## config.mk

```make
export PLATFORM = sky130hd
export DESIGN_NAME = bus_register_responder_flat
export DESIGN_NICKNAME = d
export VERILOG_FILES = /design/src/rtl/bus_register_responder_if.sv /design/src/rtl/bus_register_responder.sv /design/src/flat_wrapper.sv
export SDC_FILE = /design/constraint.sdc
export NUM_CORES = 1
export LEC_CHECK = 0
export ABC_AREA = 1
export CORE_MARGIN = 2
export CORE_UTILIZATION = 40
export CTS_CLUSTER_DIAMETER = 40
export DETAILED_ROUTE_END_ITERATION = 8
export MAX_ROUTING_LAYER = met4
export PLACE_DENSITY_LB_ADDON = 0.1
export RECOVER_POWER = 50
export SYNTH_ARGS = -nofsm -noshare
export SYNTH_HDL_FRONTEND = slang
export SYNTH_SLANG_ARGS = --single-unit
export TNS_END_PERCENT = 10
```

## constraint.sdc

```tcl
create_clock -name clk_i -period 2.6 [get_ports clk_i]
set_clock_uncertainty 0.1 [all_clocks]
set_input_delay 0.26 -clock clk_i [delete_from_list [all_inputs] [get_ports clk_i]]
set_output_delay 0.26 -clock clk_i [all_outputs]
set_load 0.005 [all_outputs]
```

## src/rtl/bus_register_responder_if.sv

```systemverilog
// Slave request/response bundle for one register-bank endpoint.
// Write and read channels are independent; each has a one-cycle request
// pulse in and done/busy/ready/error status out.
interface bus_register_responder_if;
  logic        write_request_i;
  logic [31:0] write_address_i;
  logic [31:0] write_data_i;
  logic [3:0]  write_strobe_i;
  logic        write_done_o;
  logic        write_error_o;
  logic        write_busy_o;
  logic        write_ready_o;

  logic        read_request_i;
  logic [31:0] read_address_i;
  logic [31:0] read_data_o;
  logic        read_done_o;
  logic        read_error_o;
  logic        read_busy_o;
  logic        read_ready_o;

  modport slave (
    input  write_request_i, write_address_i, write_data_i, write_strobe_i,
    output write_done_o, write_error_o, write_busy_o, write_ready_o,
    input  read_request_i, read_address_i,
    output read_data_o, read_done_o, read_error_o, read_busy_o, read_ready_o
  );

  modport master (
    output write_request_i, write_address_i, write_data_i, write_strobe_i,
    input  write_done_o, write_error_o, write_busy_o, write_ready_o,
    output read_request_i, read_address_i,
    input  read_data_o, read_done_o, read_error_o, read_busy_o, read_ready_o
  );
endinterface

```

## src/rtl/bus_register_responder.sv

```systemverilog
// Memory-mapped register bank responder with independent write and read
// channels, each a small IDLE/WAIT/RESPOND FSM with a down-counting wait timer.
//
// state      | meaning
// -----------+-----------------------------------------------------------
// ST_IDLE    | ready to accept a request (ready=1, busy=0)
// ST_WAIT    | wait-state timer counting down to 0 (busy=1)
// ST_RESPOND | one-cycle completion: done=1, error=latched decode error
module bus_register_responder #(
  parameter logic [31:0] BASE_ADDRESS = 32'h0000_0000,
  parameter int          DEPTH        = 16,
  parameter int          WAIT_CYCLES  = 0
) (
  input logic                      clk_i,
  input logic                      rst_n_i,
  bus_register_responder_if.slave  bus
);

  localparam int          AW       = (DEPTH > 1) ? $clog2(DEPTH) : 1;
  localparam logic [31:0] SPAN     = 32'(DEPTH * 4);
  localparam bit          HAS_WAIT = (WAIT_CYCLES > 0);
  localparam logic [3:0]  CNT_LOAD = HAS_WAIT ? 4'(WAIT_CYCLES - 1) : 4'd0;

  typedef enum logic [1:0] {ST_IDLE, ST_WAIT, ST_RESPOND} state_t;

  // Offset wraps unsigned, so addresses below the base land far out of range.
  function automatic logic decode_err(input logic [31:0] addr);
    logic [31:0] off;
    off = addr - BASE_ADDRESS;
    return (off >= SPAN) || (addr[1:0] != 2'b00);
  endfunction

  function automatic logic [AW-1:0] decode_idx(input logic [31:0] addr);
    logic [31:0] off;
    off = addr - BASE_ADDRESS;
    return AW'(off >> 2);
  endfunction

  logic [31:0]   bank [DEPTH];

  state_t        wr_state;
  logic [3:0]    wr_cnt;
  logic [AW-1:0] wr_idx;
  logic [31:0]   wr_data;
  logic [3:0]    wr_strb;
  logic          wr_err;
  logic          wr_ready, wr_busy, wr_done, wr_error;

  state_t        rd_state;
  logic [3:0]    rd_cnt;
  logic [AW-1:0] rd_idx;
  logic          rd_err;
  logic          rd_ready, rd_busy, rd_done, rd_error;
  logic [31:0]   rd_data;

  // Write channel FSM: capture request, count wait states, pulse done.
  always_ff @(posedge clk_i or negedge rst_n_i) begin
    if (!rst_n_i) begin
      wr_state <= ST_IDLE;
      wr_cnt   <= 4'd0;
      wr_idx   <= '0;
      wr_data  <= 32'h0;
      wr_strb  <= 4'h0;
      wr_err   <= 1'b0;
      wr_ready <= 1'b1;
      wr_busy  <= 1'b0;
      wr_done  <= 1'b0;
      wr_error <= 1'b0;
    end else begin
      case (wr_state)
        ST_IDLE: begin
          if (bus.write_request_i) begin
            wr_idx   <= decode_idx(bus.write_address_i);
            wr_data  <= bus.write_data_i;
            wr_strb  <= bus.write_strobe_i;
            wr_err   <= decode_err(bus.write_address_i);
            wr_cnt   <= CNT_LOAD;
            wr_ready <= 1'b0;
            wr_busy  <= 1'b1;
            if (HAS_WAIT) begin
              wr_state <= ST_WAIT;
            end else begin
              wr_state <= ST_RESPOND;
              wr_done  <= 1'b1;
              wr_error <= decode_err(bus.write_address_i);
            end
          end
        end
        ST_WAIT: begin
          if (wr_cnt == 4'd0) begin
            wr_state <= ST_RESPOND;
            wr_done  <= 1'b1;
            wr_error <= wr_err;
          end else begin
            wr_cnt <= wr_cnt - 4'd1;
          end
        end
        default: begin
          wr_state <= ST_IDLE;
          wr_ready <= 1'b1;
          wr_busy  <= 1'b0;
          wr_done  <= 1'b0;
          wr_error <= 1'b0;
        end
      endcase
    end
  end

  // Register bank: byte-masked commit on the edge that ends write RESPOND.
  always_ff @(posedge clk_i or negedge rst_n_i) begin
    if (!rst_n_i) begin
      for (int i = 0; i < DEPTH; i++) begin
        bank[i] <= 32'h0;
      end
    end else if (wr_state == ST_RESPOND && !wr_err) begin
      for (int b = 0; b < 4; b++) begin
        if (wr_strb[b]) begin
          bank[wr_idx][8*b +: 8] <= wr_data[8*b +: 8];
        end
      end
    end
  end

  // Read channel FSM: data is loaded on the edge entering RESPOND, so a
  // coincident same-word commit is not yet visible (pre-write value returned).
  always_ff @(posedge clk_i or negedge rst_n_i) begin
    if (!rst_n_i) begin
      rd_state <= ST_IDLE;
      rd_cnt   <= 4'd0;
      rd_idx   <= '0;
      rd_err   <= 1'b0;
      rd_ready <= 1'b1;
      rd_busy  <= 1'b0;
      rd_done  <= 1'b0;
      rd_error <= 1'b0;
      rd_data  <= 32'h0;
    end else begin
      case (rd_state)
        ST_IDLE: begin
          if (bus.read_request_i) begin
            rd_idx   <= decode_idx(bus.read_address_i);
            rd_err   <= decode_err(bus.read_address_i);
            rd_cnt   <= CNT_LOAD;
            rd_ready <= 1'b0;
            rd_busy  <= 1'b1;
            if (HAS_WAIT) begin
              rd_state <= ST_WAIT;
            end else begin
              rd_state <= ST_RESPOND;
              rd_done  <= 1'b1;
              rd_error <= decode_err(bus.read_address_i);
              rd_data  <= decode_err(bus.read_address_i) ? 32'h0
                                                          : bank[decode_idx(bus.read_address_i)];
            end
          end
        end
        ST_WAIT: begin
          if (rd_cnt == 4'd0) begin
            rd_state <= ST_RESPOND;
            rd_done  <= 1'b1;
            rd_error <= rd_err;
            rd_data  <= rd_err ? 32'h0 : bank[rd_idx];
          end else begin
            rd_cnt <= rd_cnt - 4'd1;
          end
        end
        default: begin
          rd_state <= ST_IDLE;
          rd_ready <= 1'b1;
          rd_busy  <= 1'b0;
          rd_done  <= 1'b0;
          rd_error <= 1'b0;
        end
      endcase
    end
  end

  assign bus.write_ready_o = wr_ready;
  assign bus.write_busy_o  = wr_busy;
  assign bus.write_done_o  = wr_done;
  assign bus.write_error_o = wr_error;

  assign bus.read_ready_o  = rd_ready;
  assign bus.read_busy_o   = rd_busy;
  assign bus.read_done_o   = rd_done;
  assign bus.read_error_o  = rd_error;
  assign bus.read_data_o   = rd_data;

endmodule

```

## src/flat_wrapper.sv

```systemverilog
// flat-port wrapper written by rule: the top's interface ports become plain ports
module bus_register_responder_flat 
#(
  parameter logic [31:0] BASE_ADDRESS = 32'h0000_0000,
  parameter int          DEPTH        = 16,
  parameter int          WAIT_CYCLES  = 0
)
  (clk_i, rst_n_i, bus_write_request_i, bus_write_address_i, bus_write_data_i, bus_write_strobe_i, bus_write_done_o, bus_write_error_o, bus_write_busy_o, bus_write_ready_o, bus_read_request_i, bus_read_address_i, bus_read_data_o, bus_read_done_o, bus_read_error_o, bus_read_busy_o, bus_read_ready_o);
  bus_register_responder_if bus_i ();
  input logic clk_i;
  input logic rst_n_i;
  input wire logic [$bits(bus_i.write_request_i)-1:0] bus_write_request_i;
  input wire logic [$bits(bus_i.write_address_i)-1:0] bus_write_address_i;
  input wire logic [$bits(bus_i.write_data_i)-1:0] bus_write_data_i;
  input wire logic [$bits(bus_i.write_strobe_i)-1:0] bus_write_strobe_i;
  output wire logic [$bits(bus_i.write_done_o)-1:0] bus_write_done_o;
  output wire logic [$bits(bus_i.write_error_o)-1:0] bus_write_error_o;
  output wire logic [$bits(bus_i.write_busy_o)-1:0] bus_write_busy_o;
  output wire logic [$bits(bus_i.write_ready_o)-1:0] bus_write_ready_o;
  input wire logic [$bits(bus_i.read_request_i)-1:0] bus_read_request_i;
  input wire logic [$bits(bus_i.read_address_i)-1:0] bus_read_address_i;
  output wire logic [$bits(bus_i.read_data_o)-1:0] bus_read_data_o;
  output wire logic [$bits(bus_i.read_done_o)-1:0] bus_read_done_o;
  output wire logic [$bits(bus_i.read_error_o)-1:0] bus_read_error_o;
  output wire logic [$bits(bus_i.read_busy_o)-1:0] bus_read_busy_o;
  output wire logic [$bits(bus_i.read_ready_o)-1:0] bus_read_ready_o;
  assign bus_i.write_request_i = bus_write_request_i;
  assign bus_i.write_address_i = bus_write_address_i;
  assign bus_i.write_data_i = bus_write_data_i;
  assign bus_i.write_strobe_i = bus_write_strobe_i;
  assign bus_write_done_o = bus_i.write_done_o;
  assign bus_write_error_o = bus_i.write_error_o;
  assign bus_write_busy_o = bus_i.write_busy_o;
  assign bus_write_ready_o = bus_i.write_ready_o;
  assign bus_i.read_request_i = bus_read_request_i;
  assign bus_i.read_address_i = bus_read_address_i;
  assign bus_read_data_o = bus_i.read_data_o;
  assign bus_read_done_o = bus_i.read_done_o;
  assign bus_read_error_o = bus_i.read_error_o;
  assign bus_read_busy_o = bus_i.read_busy_o;
  assign bus_read_ready_o = bus_i.read_ready_o;
  bus_register_responder #(.BASE_ADDRESS(BASE_ADDRESS), .DEPTH(DEPTH), .WAIT_CYCLES(WAIT_CYCLES)) u_core (.clk_i(clk_i), .rst_n_i(rst_n_i), .bus(bus_i));
endmodule
```

==> qor.yml <==
critical_path_class: "reg2reg"
max_clock_freq_ghz: 0.478
starting_density_pct: 40.6
synthArstFlopShare_pct: 100
final_hold_viol_count: 0
crit_end_element: "flip-flop"
critical-path-top-cell-by-count: "sky130_fd_sc_hd__nand2_1"
result_of_the_run: "completed"
grt_max_degree: 126
worstPathArrival_ns: 2.47
use_met3_pct: 2.93
holdCritPathClass: "in2reg"
max_cap_violations: 0
postLayoutSetupSlackWorst_ns: 0.510
cpLargestDelayFamily: "simple AND/OR/NAND/NOR gates"
clock_tree_from_tritoncts: "yes"
post-dp-hpwl_mm: 50.7
cts_inserted_buffers: 97
power-per-cell-area_nw_per_um2: 1110
cp_cell_sequence: "inv_2, nor2_4, nand2_1, clkinv_2, nand2_1, nand2_1, o21ai_0"
die_x_um: 263
grt.total_usage_pct: 24.3
total_leakage_power_nw: 14.9
number_of_antenna_violations_at_the_first_check_in_global_routing: 1
synth.cell_area_um2: 26800
drcViolationCount: 0
worstSetupStartpointType: "flip-flop"
postCtsSetupBuffers: 0
top_level_ports: 144
layout.cell_area.non_filler_um2: 32400
core.rowCount: 94
crit_path_max_fanout: 16
synth_flop_cell: "sky130_fd_sc_hd__dfrtp_1"
cts_hold_repair.buffers: 1
switching_component_of_the_power_w: 0.0118
wl_mm: 81.0
clock_power_share_pct: 38.2
nNetsFinal: 3399
number_of_unique_standard_cell_types_used_by_synthesis: 29
ctsRootBufferMaster: "sky130_fd_sc_hd__clkbuf_16"
worst-path-buf-inv: 2
number_of_standard_cells_after_synthesis: 3192
die_area_um2: 69200
portBuffers: 143
total_congestion_overflow_after_global_routing: 0
slew_headroom_pct: 3.23
initialDrtViolationCount: 1908
seq_area_frac_synth_pct: 55.1
synth_most_common_cell: "sky130_fd_sc_hd__nand2_1"
setup_viol: 0
pwr-share-seq_pct: 39.3
grt_busiest_layer: "met2"
internal_power_w: 0.0241
synth.largest_area_cell: "sky130_fd_sc_hd__dfrtp_1"
worstSkewPairLatency_ns: 0.65
power.combinational.fraction_pct: 22.6
via_per_inst: 5.29
routedWlPerCell_um: 19.1
fraction_of_synthesized_cell_area_taken_by_the_top_area_cell_type_pct: 54.9
final_antenna_net_count: 0
use_met2_pct: 38.0
clock_sinks: 591
grt_setup_unrepaired: "no"
peak_ir_drop_on_the_vdd_network_mv: 0.588
die_h_um: 263
layout-drive-gt1-share_pct: 11.1
route.vias.total: 22500
flip_flop_and_latch_count_after_synthesis: 591
synthToLayoutAreaGrowth_pct: 20.6
cts.reportedPaths.clkPinSlew_ns: 0.06
cts.repair.resized: 0
groute.layer.met1.usage_pct: 33.4
top_cells_by_count_synth: "sky130_fd_sc_hd__nand2_1, sky130_fd_sc_hd__dfrtp_1, sky130_fd_sc_hd__nand3_1"
cpPeakStageDelay_ns: 0.45
post_synth_main_area_contributors: "sky130_fd_sc_hd__dfrtp_1, sky130_fd_sc_hd__nand2_1, sky130_fd_sc_hd__nand3_1"
syn_nets: 3296
grt_pass1_vias: 22000
gp_routability_congestion: 0.815
timing.final.crit_period_ns: 2.09
worst_ep_required_time_ns: 2.98
antenna_diodes: 0
grt_first_pass_wirelength_mm: 129
final-max-slew-violation-count: 0
final.period_utilization_pct: 80.4
fp.coreArea_um2: 66100
htree_num_levels: 3
synth-edff-count: 0
proportion_of_total_power_due_to_net_switching_pct: 32.9
placed_area_um2: 29000
clock_tree.buffer_depth: 3
syn_avg_cell_area_um2: 8.41
synthesis.yosys.warnings: 0
setup_tns_ns: 0
detailedRoute.firstPassIterationCount: 5
critical_path_slowest_stage_cell: "sky130_fd_sc_hd__dfrtp_1"
timing_worst_slew_pin_value_ns: 1.45
totalPowerFinal_w: 0.0359
dpl_worst_slack_ns: 0.520
-- logic make-up after synthesis --
logic type / share of synthesized area [%]
buffers and inverters: 5.42
AO/OA/AOI/OAI: 11.0
AND/OR/NAND/NOR: 28.5
flip-flops: 55.1
-- power by group through the flow --
stage / logic [W] / clock network (W) / registers [W]
global placement: 0.00797 / 0 / 0.0141
CTS: 0.00823 / 0.0139 / 0.0141
finish: 0.00810 / 0.0137 / 0.0141
detailed placement: 0.00819 / 0 / 0.0142
global route: 0.00927 / 0.0143 / 0.0145
floorplan: 0.00581 / 0 / 0.0137
-- layer usage --
layer	up-vias	share of wire, %
met3	132	5.3
met4	0	2.3
met5	-	0
li1	10700	-
met1	10900	46
met2	632	46
-- layout by cell type, fill, tap and decap left out, types with 2 or more instances in the layout --
master,netlist,final
sky130_fd_sc_hd__nand2_2,7,7
sky130_fd_sc_hd__nand4_1,3,3
sky130_fd_sc_hd__clkbuf_1,88,19
sky130_fd_sc_hd__bufinv_16,0,16
sky130_fd_sc_hd__clkinvlp_4,0,12
sky130_fd_sc_hd__dfstp_2,2,2
sky130_fd_sc_hd__clkinv_4,0,11
sky130_fd_sc_hd__clkinv_2,4,18
sky130_fd_sc_hd__inv_6,0,8
sky130_fd_sc_hd__nand3_1,473,473
sky130_fd_sc_hd__buf_4,9,50
sky130_fd_sc_hd__a21oi_1,24,24
sky130_fd_sc_hd__o21ai_1,301,301
sky130_fd_sc_hd__nand2_1,1159,1159
sky130_fd_sc_hd__clkdlybuf4s50_1,0,138
sky130_fd_sc_hd__buf_12,2,13
sky130_fd_sc_hd__nor2_1,68,67
sky130_fd_sc_hd__clkbuf_8,0,12
sky130_fd_sc_hd__clkbuf_16,0,101
sky130_fd_sc_hd__inv_2,6,6
sky130_fd_sc_hd__clkbuf_2,0,9
sky130_fd_sc_hd__inv_1,48,46
sky130_fd_sc_hd__or2_2,2,2
sky130_fd_sc_hd__nor2_4,9,10
sky130_fd_sc_hd__nor2_2,6,6
sky130_fd_sc_hd__nand2_4,39,39
sky130_fd_sc_hd__o21ai_2,48,48
sky130_fd_sc_hd__buf_2,71,2
sky130_fd_sc_hd__o21ai_0,179,179
sky130_fd_sc_hd__dfrtp_1,589,589
-- registers in the layout, indices dropped and copies added (netlist names) --
name                      count
u_core.wr_data               32
u_core.bus.write_error_o      1
u_core.bus.write_ready_o      1
u_core.wr_strb                4
u_core.bus.write_done_o       1
u_core.wr_idx                 4
u_core.bus.read_done_o        1
u_core.bus.read_ready_o       1
u_core.bus.read_error_o       1
u_core.bank                 512
u_core.wr_err                 1
u_core.bus.read_data_o       32
-- worst register-to-register path, cell delays in order (launching register included) --
cell,delay [ns]
sky130_fd_sc_hd__dfrtp_1,0.45
sky130_fd_sc_hd__inv_2,0.08
sky130_fd_sc_hd__nor2_4,0.17
sky130_fd_sc_hd__nand2_1,0.12
sky130_fd_sc_hd__clkinv_2,0.34
sky130_fd_sc_hd__nand2_1,0.41
sky130_fd_sc_hd__nand2_1,0.16
sky130_fd_sc_hd__o21ai_0,0.10
-- area by class of cell --
cell class	count	area [um^2]
Sequential cell	591	14800
Multi-Input combinational cell	2322	10600
Clock buffer	122	2720
Tap cell	864	1080
Clock inverter	60	798
Timing Repair Buffer	225	2160
Inverter	58	230
Fill cell	6271	33700
-- stage by stage --
step | util [%] | std cells | hold WS [ns]
6_report | 49.0 | 4242 | 0.0602
3_5_place_dp | 43.9 | 4059 | 0.206
5_1_grt | 49.0 | 4242 | 0.0847
3_3_place_gp | 43.9 | 4059 | 0.207
4_1_cts | 49.2 | 4242 | 0.0267
2_1_floorplan | - | 3192 | -0.136
-- path summary, 6_finish.rpt --
check                                           to  cells after the start                    start  slack, ns
setup / recovery                  u_core.bank[473]                      7  u_core.bus.write_done_o       0.51
hold / removal                   u_core.wr_strb[2]                      3    bus_write_strobe_i[2]       0.06
setup reg to reg                  u_core.bank[473]                      7  u_core.bus.write_done_o       0.51
hold reg to reg            u_core.bus.read_ready_o                      2  u_core.bus.read_ready_o       0.36
max in group asynchronous         u_core.bank[377]                      3                  rst_n_i       0.57
min in group asynchronous            u_core.wr_err                      2                  rst_n_i       0.09
No activity file was read; power rests on OpenSTA's default activity.
